**src/rtl/dmp_update_arbiter_if.sv**
```systemverilog
// Request bus between the DMP stream threads and the accumulator update arbiter.
interface dmp_update_arbiter_if #(
    parameter int unsigned NUM_HW_THREADS = 8
);
    localparam int unsigned DATA_W = 32;

    logic [NUM_HW_THREADS-1:0]             req_valid;
    logic [NUM_HW_THREADS-1:0][DATA_W-1:0] req_dest;
    logic [NUM_HW_THREADS-1:0][DATA_W-1:0] req_val;
    logic [NUM_HW_THREADS-1:0]             req_ready;
    logic [NUM_HW_THREADS-1:0]             thread_done;

    modport master (output req_valid, req_dest, req_val, thread_done, input req_ready);
    modport slave  (input req_valid, req_dest, req_val, thread_done, output req_ready);
endinterface

```
**src/rtl/dmp_update_arbiter.sv**
```systemverilog
// Round-robin arbiter feeding a 2-stage read-modify-write into the pagerank accumulator.
// Optional perf counters are enabled with `define DMP_ARB_PERF_EN.
module dmp_update_arbiter #(
    parameter int unsigned NUM_HW_THREADS = 8,
    parameter int unsigned NODES_IN_GRAPH = 32,
    parameter int unsigned ADDR_W         = 5
) (
    input  logic                clock,
    input  logic                reset_n,
    input  logic                nextIteration,
    dmp_update_arbiter_if.slave req,
    output logic                mem_rd_en,
    output logic [ADDR_W-1:0]   mem_rd_addr,
    input  logic [31:0]         mem_rd_data,
    output logic                mem_wr_en,
    output logic [ADDR_W-1:0]   mem_wr_addr,
    output logic [31:0]         mem_wr_data,
    output logic                dest_err,
    output logic                DMP_operation_complete
`ifdef DMP_ARB_PERF_EN
    ,
    output logic [31:0]                    perf_updates,
    output logic [31:0]                    perf_fwd,
    output logic [NUM_HW_THREADS-1:0][15:0] perf_wait
`endif
);
    localparam int unsigned DATA_W = 32;
    localparam int unsigned IDX_W  = (NUM_HW_THREADS > 1) ? $clog2(NUM_HW_THREADS) : 1;
    localparam logic [DATA_W-1:0] NODES_LIM = DATA_W'(NODES_IN_GRAPH);

    typedef enum logic [1:0] {ST_IDLE, ST_RUN, ST_DRAIN, ST_DONE} state_t;

    state_t                    state_q, state_d;
    logic                      start;
    logic [IDX_W-1:0]          ptr_q;
    logic [NUM_HW_THREADS-1:0] done_q;
    logic                      err_q;

    logic                      s1_valid_q;
    logic [ADDR_W-1:0]         s1_addr_q;
    logic [DATA_W-1:0]         s1_val_q;
    logic                      lw_valid_q;
    logic [ADDR_W-1:0]         lw_addr_q;
    logic [DATA_W-1:0]         lw_data_q;

    logic [NUM_HW_THREADS-1:0] grant;
    logic [IDX_W-1:0]          grant_idx;
    logic [IDX_W-1:0]          idx;
    logic                      grant_found;
    logic [DATA_W-1:0]         gnt_dest;
    logic [DATA_W-1:0]         gnt_val;
    logic                      accept_ok;
    logic                      accept_bad;
    logic                      forward;
    logic [DATA_W-1:0]         wr_sum;

    // First requester at or above the pointer, wrapping around.
    always_comb begin
        grant       = '0;
        grant_idx   = '0;
        grant_found = 1'b0;
        idx         = '0;
        if (state_q == ST_RUN) begin
            for (int unsigned k = 0; k < NUM_HW_THREADS; k++) begin
                idx = IDX_W'(DATA_W'(ptr_q) + k);
                if (!grant_found && req.req_valid[idx]) begin
                    grant_found = 1'b1;
                    grant_idx   = idx;
                end
            end
        end
        if (grant_found) grant[grant_idx] = 1'b1;
    end

    assign gnt_dest   = req.req_dest[grant_idx];
    assign gnt_val    = req.req_val[grant_idx];
    assign accept_ok  = grant_found && (gnt_dest < NODES_LIM);
    assign accept_bad = grant_found && (gnt_dest >= NODES_LIM);

    // The write issued last cycle is not yet visible through the read port.
    assign forward = lw_valid_q && (lw_addr_q == s1_addr_q);
    assign wr_sum  = (forward ? lw_data_q : mem_rd_data) + s1_val_q;

    assign req.req_ready          = reset_n ? grant : '0;
    assign mem_rd_en              = reset_n && accept_ok;
    assign mem_rd_addr            = (reset_n && accept_ok) ? gnt_dest[ADDR_W-1:0] : '0;
    assign mem_wr_en              = reset_n && s1_valid_q;
    assign mem_wr_addr            = reset_n ? s1_addr_q : '0;
    assign mem_wr_data            = reset_n ? wr_sum : '0;
    assign dest_err               = reset_n && err_q;
    assign DMP_operation_complete = reset_n && (state_q == ST_DONE);

    // Iteration sequencing.
    always_comb begin
        state_d = state_q;
        start   = 1'b0;
        case (state_q)
            ST_IDLE, ST_DONE: begin
                if (nextIteration) begin
                    state_d = ST_RUN;
                    start   = 1'b1;
                end
            end
            ST_RUN:   if ((&done_q) && !(|req.req_valid)) state_d = ST_DRAIN;
            ST_DRAIN: if (!s1_valid_q) state_d = ST_DONE;
            default:  state_d = ST_IDLE;
        endcase
    end

    always_ff @(posedge clock) begin
        if (!reset_n) begin
            state_q    <= ST_IDLE;
            ptr_q      <= '0;
            done_q     <= '0;
            err_q      <= 1'b0;
            s1_valid_q <= 1'b0;
            s1_addr_q  <= '0;
            s1_val_q   <= '0;
            lw_valid_q <= 1'b0;
            lw_addr_q  <= '0;
            lw_data_q  <= '0;
        end else begin
            state_q    <= state_d;
            s1_valid_q <= accept_ok;
            lw_valid_q <= s1_valid_q;
            lw_addr_q  <= s1_addr_q;
            lw_data_q  <= wr_sum;
            if (grant_found) ptr_q <= grant_idx + IDX_W'(1);
            if (accept_ok) begin
                s1_addr_q <= gnt_dest[ADDR_W-1:0];
                s1_val_q  <= gnt_val;
            end
            if (start) begin
                done_q <= '0;
                err_q  <= 1'b0;
            end else begin
                if (state_q == ST_RUN) done_q <= done_q | req.thread_done;
                if (accept_bad) err_q <= 1'b1;
            end
        end
    end

`ifdef DMP_ARB_PERF_EN
    // Per-iteration activity counters; frozen outside RUN/DRAIN activity.
    always_ff @(posedge clock) begin
        if (!reset_n || start) begin
            perf_updates <= '0;
            perf_fwd     <= '0;
            perf_wait    <= '0;
        end else begin
            if (accept_ok) perf_updates <= perf_updates + 32'd1;
            if (s1_valid_q && forward) perf_fwd <= perf_fwd + 32'd1;
            if (state_q == ST_RUN) begin
                for (int unsigned i = 0; i < NUM_HW_THREADS; i++) begin
                    if (req.req_valid[i] && !grant[i] && (perf_wait[i] != 16'hFFFF))
                        perf_wait[i] <= perf_wait[i] + 16'd1;
                end
            end
        end
    end
`endif

endmodule

```
**src/flat_wrapper.sv**
```systemverilog
// flat-port wrapper written by rule: the top's interface ports become plain ports
module dmp_update_arbiter_flat 
#(
    parameter int unsigned NUM_HW_THREADS = 8,
    parameter int unsigned NODES_IN_GRAPH = 32,
    parameter int unsigned ADDR_W         = 5
)
  (clock, reset_n, nextIteration, mem_rd_en, mem_rd_addr, mem_rd_data, mem_wr_en, mem_wr_addr, mem_wr_data, dest_err, DMP_operation_complete, req_req_valid, req_req_dest, req_req_val, req_thread_done, req_req_ready);
  dmp_update_arbiter_if #(.NUM_HW_THREADS(NUM_HW_THREADS)) req_i ();
  input  logic clock;
  input  logic reset_n;
  input  logic nextIteration;
  output logic mem_rd_en;
  output logic [ADDR_W-1:0] mem_rd_addr;
  input  logic [31:0] mem_rd_data;
  output logic mem_wr_en;
  output logic [ADDR_W-1:0] mem_wr_addr;
  output logic [31:0] mem_wr_data;
  output logic dest_err;
  output logic DMP_operation_complete;
  input wire logic [$bits(req_i.req_valid)-1:0] req_req_valid;
  input wire logic [$bits(req_i.req_dest)-1:0] req_req_dest;
  input wire logic [$bits(req_i.req_val)-1:0] req_req_val;
  input wire logic [$bits(req_i.thread_done)-1:0] req_thread_done;
  output wire logic [$bits(req_i.req_ready)-1:0] req_req_ready;
  assign req_i.req_valid = req_req_valid;
  assign req_i.req_dest = req_req_dest;
  assign req_i.req_val = req_req_val;
  assign req_i.thread_done = req_thread_done;
  assign req_req_ready = req_i.req_ready;
  dmp_update_arbiter #(.NUM_HW_THREADS(NUM_HW_THREADS), .NODES_IN_GRAPH(NODES_IN_GRAPH), .ADDR_W(ADDR_W)) u_core (.clock(clock), .reset_n(reset_n), .nextIteration(nextIteration), .req(req_i), .mem_rd_en(mem_rd_en), .mem_rd_addr(mem_rd_addr), .mem_rd_data(mem_rd_data), .mem_wr_en(mem_wr_en), .mem_wr_addr(mem_wr_addr), .mem_wr_data(mem_wr_data), .dest_err(dest_err), .DMP_operation_complete(DMP_operation_complete));
endmodule
```
**config.mk**
```make
export PLATFORM = sky130hd
export DESIGN_NAME = dmp_update_arbiter_flat
export DESIGN_NICKNAME = d
export VERILOG_FILES = /design/src/rtl/dmp_update_arbiter_if.sv /design/src/rtl/dmp_update_arbiter.sv /design/src/flat_wrapper.sv
export SDC_FILE = /design/constraint.sdc
export NUM_CORES = 1
export LEC_CHECK = 0
export CAP_MARGIN = 20
export CORE_AREA = 2 2 241 243
export CTS_CLUSTER_SIZE = 8
export DETAILED_ROUTE_END_ITERATION = 7
export DIE_AREA = 0 0 243 245
export DONT_BUFFER_PORTS = 1
export HOLD_SLACK_MARGIN = 0.12
export PLACE_DENSITY = 0.38
export SLEW_MARGIN = 10
export SYNTH_ARGS = -nofsm -noshare
export SYNTH_HDL_FRONTEND = slang
export SYNTH_SLANG_ARGS = --single-unit
```
**constraint.sdc**
```tcl
create_clock -name clock -period 15.2 [get_ports clock]
set_clock_uncertainty 0.1 [all_clocks]
set_input_delay 3.04 -clock clock [delete_from_list [all_inputs] [get_ports clock]]
set_output_delay 3.04 -clock clock [all_outputs]
set_load 0.02 [all_outputs]
```
After elaboration in Yosys (flattened, before gate mapping)
Index checks and enable logic that the tools add are counted.
{"block": "word_totals", "ff_bits": 90, "output_inout_bits": 54, "elab_cells": 129}
{"block": "classes", "magnitude_cmp": 12, "muxes": 59, "add_sub_neg": 9, "eq_ne": 7, "n_bitwise": 2, "reduce_logical": 30}
{"op": "$bmux W32 S3", "count": 2}
{"op": "$mux W32", "count": 4}
{"op": "$lt A3 B4 Y1 const B", "count": 9}
{"op": "$add A32 B32 Y32", "count": 1}
{"op": "$ge A32 B6 Y1 const B", "count": 1}
{"op": "$lt A32 B6 Y1 const B", "count": 1}
{"op": "$mux W1", "count": 27}
{"op": "$mux W3", "count": 9}
{"op": "$bmux W1 S3", "count": 8}
{"op": "$logic_and A1 B1 Y1", "count": 16}
{"op": "$mux W8", "count": 2}
{"op": "$add A3 B3 Y3 const B", "count": 4}
{"op": "$mux W5", "count": 2}
{"op": "$logic_not A1 Y1", "count": 8}
{"op": "$or A8 B8 Y8", "count": 1}
{"op": "$reduce_and A8 Y1", "count": 1}
{"op": "$reduce_or A8 Y1", "count": 1}
{"op": "$add A3 B1 Y3 const B", "count": 2}
{"op": "$add A3 B2 Y3 const B", "count": 2}
{"op": "$mux W2", "count": 3}
{"op": "$pmux W2 S3", "count": 1}
{"op": "$eq A5 B5 Y1", "count": 1}
{"op": "$eq A2 B2 Y1 const B", "count": 2}
{"op": "$ne A2 B2 Y1 const B", "count": 2}
{"op": "other kinds (8)", "count": 9}

Logic depth before layout (Yosys ltp)
Gate-level depths: netlist of the first run.
{"block": "logic_depth", "word_depth": 38, "ltp_mapped": 20}

Worst setup path after synthesis of the first run
Ideal clock, no wire load.
{"block": "synth_timing", "path_kind": "input -> output", "start": "input port req_req_valid[1]", "end": "output port req_req_ready[0]", "n_path_buf": 5, "arrival_time_ns": 6.204, "stages": 12, "setup_slack_ns": 5.856, "path_cell_list": "mux4_2 mux2i_1 and3_1 o22ai_1 o31ai_1 buf_2 buf_2 buf_2 clkbuf_1 clkbuf_1 nand2_1 nor2_1"}
{"block": "synth_between", "elab_chain_len": 38, "word_cells_on_any_way": 62, "classes_between": "order compare (2); mux (45); reduce/logical (15)"}
{"item": "from (decl)", "line_no": "flat_wrapper.sv:21", "text": "input wire logic [$bits(req_i.req_valid)-1:0] req_req_valid;"}
{"item": "$bmux W1 S3", "line_no": "dmp_update_arbiter.sv:66", "text": "if (!grant_found && req.req_valid[idx]) begin"}
{"item": "$mux W1 (implied by the code)", "line_no": "dmp_update_arbiter.sv:66"}
{"item": "$mux W1", "line_no": "dmp_update_arbiter.sv:66"}
{"item": "$mux W1", "line_no": "dmp_update_arbiter.sv:63", "text": "if (state_q == ST_RUN) begin"}
{"item": "$logic_not A1 Y1", "line_no": "dmp_update_arbiter.sv:66"}
{"item": "$logic_and A1 B1 Y1", "line_no": "dmp_update_arbiter.sv:66"}
{"item": "$mux W1", "line_no": "dmp_update_arbiter.sv:66"}
{"item": "$mux W1", "line_no": "dmp_update_arbiter.sv:63"}
{"item": "[... 22 more ...]"}
{"item": "$mux W3", "line_no": "dmp_update_arbiter.sv:66"}
{"item": "$mux W3", "line_no": "dmp_update_arbiter.sv:63"}
{"item": "$lt A3 B4 Y1 (implied by the code) / $ge A3 B1 Y1 (equally long branches)", "line_no": "dmp_update_arbiter.sv:72", "text": "if (grant_found) grant[grant_idx] = 1'b1;"}
{"item": "$logic_and A1 B1 Y1 (implied by the code)", "line_no": "dmp_update_arbiter.sv:72"}
{"item": "$mux W1 (implied by the code)", "line_no": "dmp_update_arbiter.sv:72"}
{"item": "$demux W1 S3"}
{"item": "$mux W8 *", "line_no": "dmp_update_arbiter.sv:72"}
{"item": "$mux W8 *", "line_no": "dmp_update_arbiter.sv:84", "text": "assign req.req_ready = reset_n ? grant : '0;"}
{"item": "to (decl)", "line_no": "flat_wrapper.sv:25", "text": "output wire logic [$bits(req_i.req_ready)-1:0] req_req_ready;"}
Mark *: on every way between the ends. The rest lies on a longest branch, timed or not. The select of a mux whose other input is x is not followed.

Worst setup path in the final report of the first run
{"block": "layout_timing", "start": "input port mem_rd_data[1]", "end": "output port mem_wr_data[31]"}
{"block": "layout_between", "elab_chain_len": 3}
{"item": "from (decl)", "line_no": "flat_wrapper.sv:15", "text": "input logic [31:0] mem_rd_data;"}
{"item": "$mux W32", "line_no": "dmp_update_arbiter.sv:82", "text": "assign wr_sum = (forward ? lw_data_q : mem_rd_data) + s1_val_q;"}
{"item": "$add A32 B32 Y32", "line_no": "dmp_update_arbiter.sv:82"}
{"item": "$mux W32", "line_no": "dmp_update_arbiter.sv:89", "text": "assign mem_wr_data = reset_n ? wr_sum : '0;"}
{"item": "to (decl)", "line_no": "flat_wrapper.sv:18", "text": "output logic [31:0] mem_wr_data;"}
Every way passes these cells.

==> impl_metrics.yaml, run 1 <==
critical_path:
  worstPathBufferInverterCount: 0
  cp-end-kind: "primary output"
  r2r_setup_slack_ns: 8.82
  required_ns: 12.06
  cp_common_cell: "a21o_1"
  critPathKind: "in2out"
  worst_setup_path_start_kind: "input pin"
  crit_start: "mem_rd_data[1]"
  critPathMaxFanout: 3
  path_cells: "mux2_2 > ha_1 > a21o_1 > a21o_1 > a2111oi_0 > o211ai_1 > a41oi_1 > o21ai_0 > a31o_2 > o21ba_2 > o22ai_1 > xnor2_1 > nor2_1"
  max_stage_delay_ns: 0.90
  crit_slowest_cell: "a2111oi_0"
  path_delay_family: "compound AO/OA/AOI/OAI gates"
  r2r-start: "u_core.ptr_q[0]"
  arrival_ns: 7.26
place:
  place_area_um2: 9478
  dp_cells: 1894
  post-dp-hpwl_mm: 42.35
  pre_cts_slack_ns: 4.727
  place.gp.congestion: 1.175
  portBuffers: 0
routing:
  via_count: 9217
  drc: 0
  drtIter0Drc: 639
  first_pass_iters: 5
  totalWireLength_mm: 50.21
  wl_per_cell_um: 26.08
  ant_nets: 0
  viasPerCell: 4.788
hold_path:
  hold_class: "reg2reg"
  hold_start: "u_core.err_q"
clock_network:
  cts_hold_buf: 0
  cts_tree: "yes"
  numCtsBuffers: 9
  clock-sinks: 90
  cts.reportedPaths.clkPinSlew_ns: 0.06
  root_buffer: "clkbuf_16"
  post_cts_resized: 0
  cts_setup_buffers: 0
  insertion_delay_ns: 0.37
  clockBufferDepth: 2
  htree_levels: 3
yosys:
  yosysTopAreaCell: "dfxtp_1"
  yosysMostFrequentCell: "nand2_1"
  synth_area_um2: 8732
  ys_ff_latch: 90
  synth_area_leaders: "dfxtp_1 21%, nand2_1 8.8%, mux2i_1 7.9%"
  ys_seq_area_frac: 0.2063
  async_reset_ff_frac: 0
  syn_nets: 1795
  synth_cells: 1193
  ys.warnings.count: 0
  synth_top_area_frac: 0.2063
  syn_area_per_cell_um2: 7.319
  synth-edff-count: 0
  synthTopCellsByCount: "204 x nand2_1, 124 x nor2_1, 113 x a21oi_1, 90 x dfxtp_1, 69 x mux2i_1"
  ys_types: 67
  yosys_most_used_dff: "dfxtp_1"
finish:
  finalNetCount: 1742
  final_util: 0.1724
  drive_gt1_frac: 0.09266
  fin_area_um2: 9834
  nFillCells: 6608
  syn2layout_area_growth_pct: 12.62
  layoutNonFillerInstCount: 1925
power_and_ir_drop:
  power_mw: 1.363
  leakage_nw: 3.946
  ir_worst_vdd_mv: 0.06135
  p_per_area_nw_per_um2: 138.6
floorplan:
  die_w_um: 243
  die_h_um: 245
  rows: 88
  io-pin-count: 617
  die_area_um2: 59540
  initial_core_util: 0.1531
  core_area_um2: 57030
timing:
  maxSlewViolCount: 0
  tns_ns: 0
  slew_headroom: 0.3114
  rsz0062_at_grt: "false"
  fin_crit_ns: 10.40
  fin_ws_ns: 4.804
  worst_slew_pin_slew_ns: 1.007
  setup_violations: 0
  fin_hold_ws_ns: 0.3607
  post-route-period-util: 0.6840
  fmax_mhz: 96.19
  hold_viol_final: 0
grt:
  antenna_found_initial: 38
  track_usage: 0.1594
  grt_pass1_wl_mm: 66.87
  grt_max_degree: 56
  grt_overflow_total: 0
  grt_pass1_vias: 8585
job:
  cap_violations: 0
outcome:
  status: "finished clean"
[placed cells by master (no fill, tap or decap), types with 14 or more instances in the layout]
cell type,instances
a211oi_1,31
a21oi_1,113
a31oi_1,22
buf_4,16
dfxtp_1,90
diode_2,16
ha_1,38
inv_1,25
mux2_2,54
mux2i_1,69
nand2_1,204
nand3_1,25
nor2_1,124
nor3_1,27
nor4_1,34
o211a_1,18
o211ai_1,23
o21ai_0,38
or4_1,14
xor2_1,23
[final timing paths]
| kind | endpoint | depth (start not counted) |
|---|---|---|
| max reg2reg | u_core.s1_val_q[15] | 17 |
| min reg2reg | u_core.err_q | 2 |
| min | u_core.err_q | 2 |
| max | mem_wr_data[31] | 13 |
[report_power, final]
group | total [mW] | switching [mW] | internal, mW | leakage [nW]
clock | 0.257 | 0.113 | 0.144 | 0.144
combinational | 0.833 | 0.554 | 0.279 | 3.07
sequential | 0.273 | 0.0222 | 0.251 | 0.735
total | 1.36 | 0.689 | 0.674 | 3.95
[flip-flops by register name, indices dropped and copies added (netlist names)]
name               cells
u_core.s1_val_q       32
u_core.done_q          8
u_core.err_q           1
u_core.s1_addr_q       5
u_core.lw_data_q      32
u_core.ptr_q           3
u_core.s1_valid_q      1
u_core.state_q         2
u_core.lw_valid_q      1
u_core.lw_addr_q       5
[metal layers]
layer	GRT usage	routed length, um
met1	0.2153	22730
met2	0.2387	21910
met3	0.04876	4002
met4	0.05341	1460
met5	0.008170	105
[worst reg2reg max path, cell delays in order, from the launching register on]
cell	delay, ns
dfxtp_1	0.78
inv_1	0.15
ha_1	0.53
mux4_2	0.62
mux2i_1	0.31
nand2_1	0.15
nor4b_1	0.52
o311ai_4	0.14
buf_4	0.32
inv_4	0.30
buf_4	0.41
a2111oi_0	0.13
a211o_1	0.31
nor3b_4	0.17
buf_4	0.32
buf_4	0.56
o211ai_1	0.28
o211a_1	0.19
[layout make-up]
type	count	area (um^2)	share of cell area
inverter	28	110.1	0.01120
antenna	16	40.04	0.004071
multi-input combinational	995	6489	0.6598
clock inverter	6	91.34	0.009288
clock buffer	9	225.2	0.02290
sequential	90	1802	0.1832
timing repair buffer	16	120.1	0.01221
tap	765	957.2	0.09733
[cell families (layout without fill, tap and decap cells)]
group | after synthesis | count (layout) | share of synthesized area
simple gates | 488 | 488 | 0.2536
compound gates | 301 | 301 | 0.2218
mux | 132 | 132 | 0.1719
buf+inv | 108 | 59 | 0.05445
flops | 90 | 90 | 0.2063
fa+ha+maj | 39 | 39 | 0.05674
xor+xnor | 35 | 35 | 0.03510
other cells | 0 | 16 | 0
Power figures use the tool's default switching activity.
==> inputs of run 2 (changes only) <==
PLACE_DENSITY = 0.39   (was 0.38)
clock period = 9 ns   (was 15.2 ns; I/O delays follow)
==> impl_metrics.yaml, run 2 (synthesis gave the netlist of run 1 again) <==
job:
  cap_violations: 0
clock_network:
  clock-sinks: 90
  cts_hold_buf: 0
  cts.reportedPaths.clkPinSlew_ns: 0.07
  htree_levels: 3
  numCtsBuffers: 9
  post_cts_resized: 0
  cts_tree: "yes"
  cts_setup_buffers: 0
  clockBufferDepth: 2
  root_buffer: "clkbuf_16"
  insertion_delay_ns: 0.37
timing:
  hold_viol_final: 0
  post-route-period-util: 0.8561
  maxSlewViolCount: 0
  setup_violations: 0
  tns_ns: 0
  fmax_mhz: 129.8
  rsz0062_at_grt: "false"
  fin_crit_ns: 7.705
  worst_slew_pin_slew_ns: 1.047
  slew_headroom: 0.3023
routing:
  first_pass_iters: 5
  highest-signal-layer: "met5"
  via_count: 9282
  wl_met3_mm: 4.346
  met2_length_mm: 23.06
  viasPerCell: 4.837
  wl_per_cell_um: 27.25
  m1WireLength_mm: 23.82
  ant_nets: 0
  totalWireLength_mm: 52.29
  drtIter0Drc: 611
  drc: 0
critical_path:
  r2r-start: "u_core.ptr_q[1]"
  path_delay_family: "simple AND/OR/NAND/NOR gates"
  path_cells: "mux4_2 > nor4_1 > nand3_1 > or3_1 > a41o_2 > inv_4 > mux2i_1 > mux2i_1 > a211o_1 > nor2_1 > nand3_1 > nor2_1"
  cp-end-kind: "primary output"
  worstPathBufferInverterCount: 1
  rr_worst_depth: 15
  required_ns: 7.10
  r2r_setup_slack_ns: 2.69
  crit_slowest_cell: "mux4_2"
  critPathKind: "in2out"
  max_stage_delay_ns: 0.54
  arrival_ns: 5.80
  rr_endpoint: "u_core.s1_val_q[5]"
  worst_setup_path_start_kind: "input pin"
  critPathMaxFanout: 44
finish:
  finalNetCount: 1741
  final_common_cell: "nand2_1"
  drive_gt1_frac: 0.09266
  reg_top3: "u_core.lw_data_q x32, u_core.s1_val_q x32, u_core.done_q x8"
  syn2layout_area_growth_pct: 12.71
  fin_area_um2: 9842
  final_cell_mix: "204 x nand2_1, 124 x nor2_1, 113 x a21oi_1, 90 x dfxtp_1, 69 x mux2i_1"
power_and_ir_drop:
  leakage_nw: 3.967
  internal-power_mw: 1.170
  p_per_area_nw_per_um2: 244.6
  ir_worst_vdd_mv: 0.1702
  pwr-share-comb: 0.620
  pwr-share-clk: 0.194
  switching_share: 0.5142
  p_sw_mw: 1.238
  p_seq_frac: 0.186
outcome:
  status: "finished clean"
floorplan:
  core_area_um2: 57030
  die_h_um: 245
  initial_core_util: 0.1531
  rows: 88
  io-pin-count: 617
  die_w_um: 243
  die_area_um2: 59540
hold_path:
  hold_depth: 2
  hold_start: "u_core.err_q"
  hold_class: "reg2reg"
  holdPathEnd: "u_core.err_q"
grt:
  grt_overflow_total: 0
  antenna_found_initial: 30
  grt_max_degree: 76
  track_usage: 0.1659
  grt_pass1_wl_mm: 69.29
  grt_pass1_vias: 8714
place:
  portBuffers: 0
  place_area_um2: 9470
  place.gp.congestion: 1.111
  post-dp-hpwl_mm: 44.13
## run 2: cell types whose count changed in the layout (fill, tap and decap cells not counted), sizes merged
cell,delta
buf,-1
clkinvlp,-3
inv,+2
bufinv,+1
diode,-6
clkinv,+1
## run 2: per-layer routing
metal,track usage,up-vias
met2,0.2558,505
met1,0.2277,4457
li1,-,4236
met5,0.01144,-
met3,0.04625,68
met4,0.03663,16
## run 2: how the worst max path moves through the flow
| stage | startpoint | to | slack (ns) | cells after the start |
|---|---|---|---|---|
| after floorplan | req_req_valid[1] | req_req_ready[0] | 2.14 | 12 |
| after global placement | req_req_valid[2] | mem_rd_addr[3] | 1.30 | 12 |
| after detailed placement | req_req_valid[2] | mem_rd_addr[0] | 1.31 | 12 |
| after CTS | u_core.ptr_q[1] | mem_rd_addr[0] | 1.27 | 14 |
| after global routing | u_core.ptr_q[1] | mem_rd_addr[3] | 0.93 | 14 |
| final | req_req_valid[2] | mem_rd_addr[0] | 1.30 | 12 |
## run 2: power groups by stage
stage          combinational (mW)  clock, mW  sequential [mW]
6_report                     1.49      0.467            0.449
5_1_grt                      1.64      0.499            0.453
4_1_cts                      1.53      0.488            0.449
3_5_place_dp                 1.52          0            0.458
3_3_place_gp                 1.53          0            0.458
2_1_floorplan                1.03          0            0.445
## run 2: final cells by class
cell class | instances | area, um^2
multi-input cells | 995 | 6489
diodes | 10 | 25.02
well taps | 765 | 957.2
flip-flops and latches | 90 | 1802
fillers | 6588 | 47190
clock inverters | 7 | 121.4
clock buffers | 9 | 225.2
inverters | 28 | 110.1
repair buffers | 15 | 112.6
## run 2: worst register-to-register path, cell delays in order (launching register included)
cell and delay [ns]:
dfxtp_1 0.63, inv_1 0.23, ha_1 0.53, mux4_2 0.61, a22oi_1 0.22, a221o_1 0.15, a21oi_1 0.13, o31ai_4 0.85
buf_4 0.59, buf_4 0.58, buf_4 0.55, mux2_2 0.40, nor2_1 0.08, a211oi_1 0.06, a31oi_1 0.35, a211oi_1 0.12
## run 2: through the flow
stage	hold slack, ns	power, mW	worst slack, ns	instances	utilization
2_1_floorplan	0.3321	1.478	2.136	1193	-
3_3_place_gp	0.3443	1.986	1.297	1893	0.1660
3_5_place_dp	0.3552	1.977	1.312	1893	0.1660
4_1_cts	0.3641	2.464	1.273	1909	0.1721
5_1_grt	0.3903	2.594	0.9269	1916	0.1724
6_report	0.3636	2.407	1.295	1919	0.1726
==> inputs of run 3 (changes only) <==
CTS_CLUSTER_DIAMETER = 100   (was default)
==> results of run 3 <==
Same layout as run 2: the final DEF is identical, and so are final timing and power.
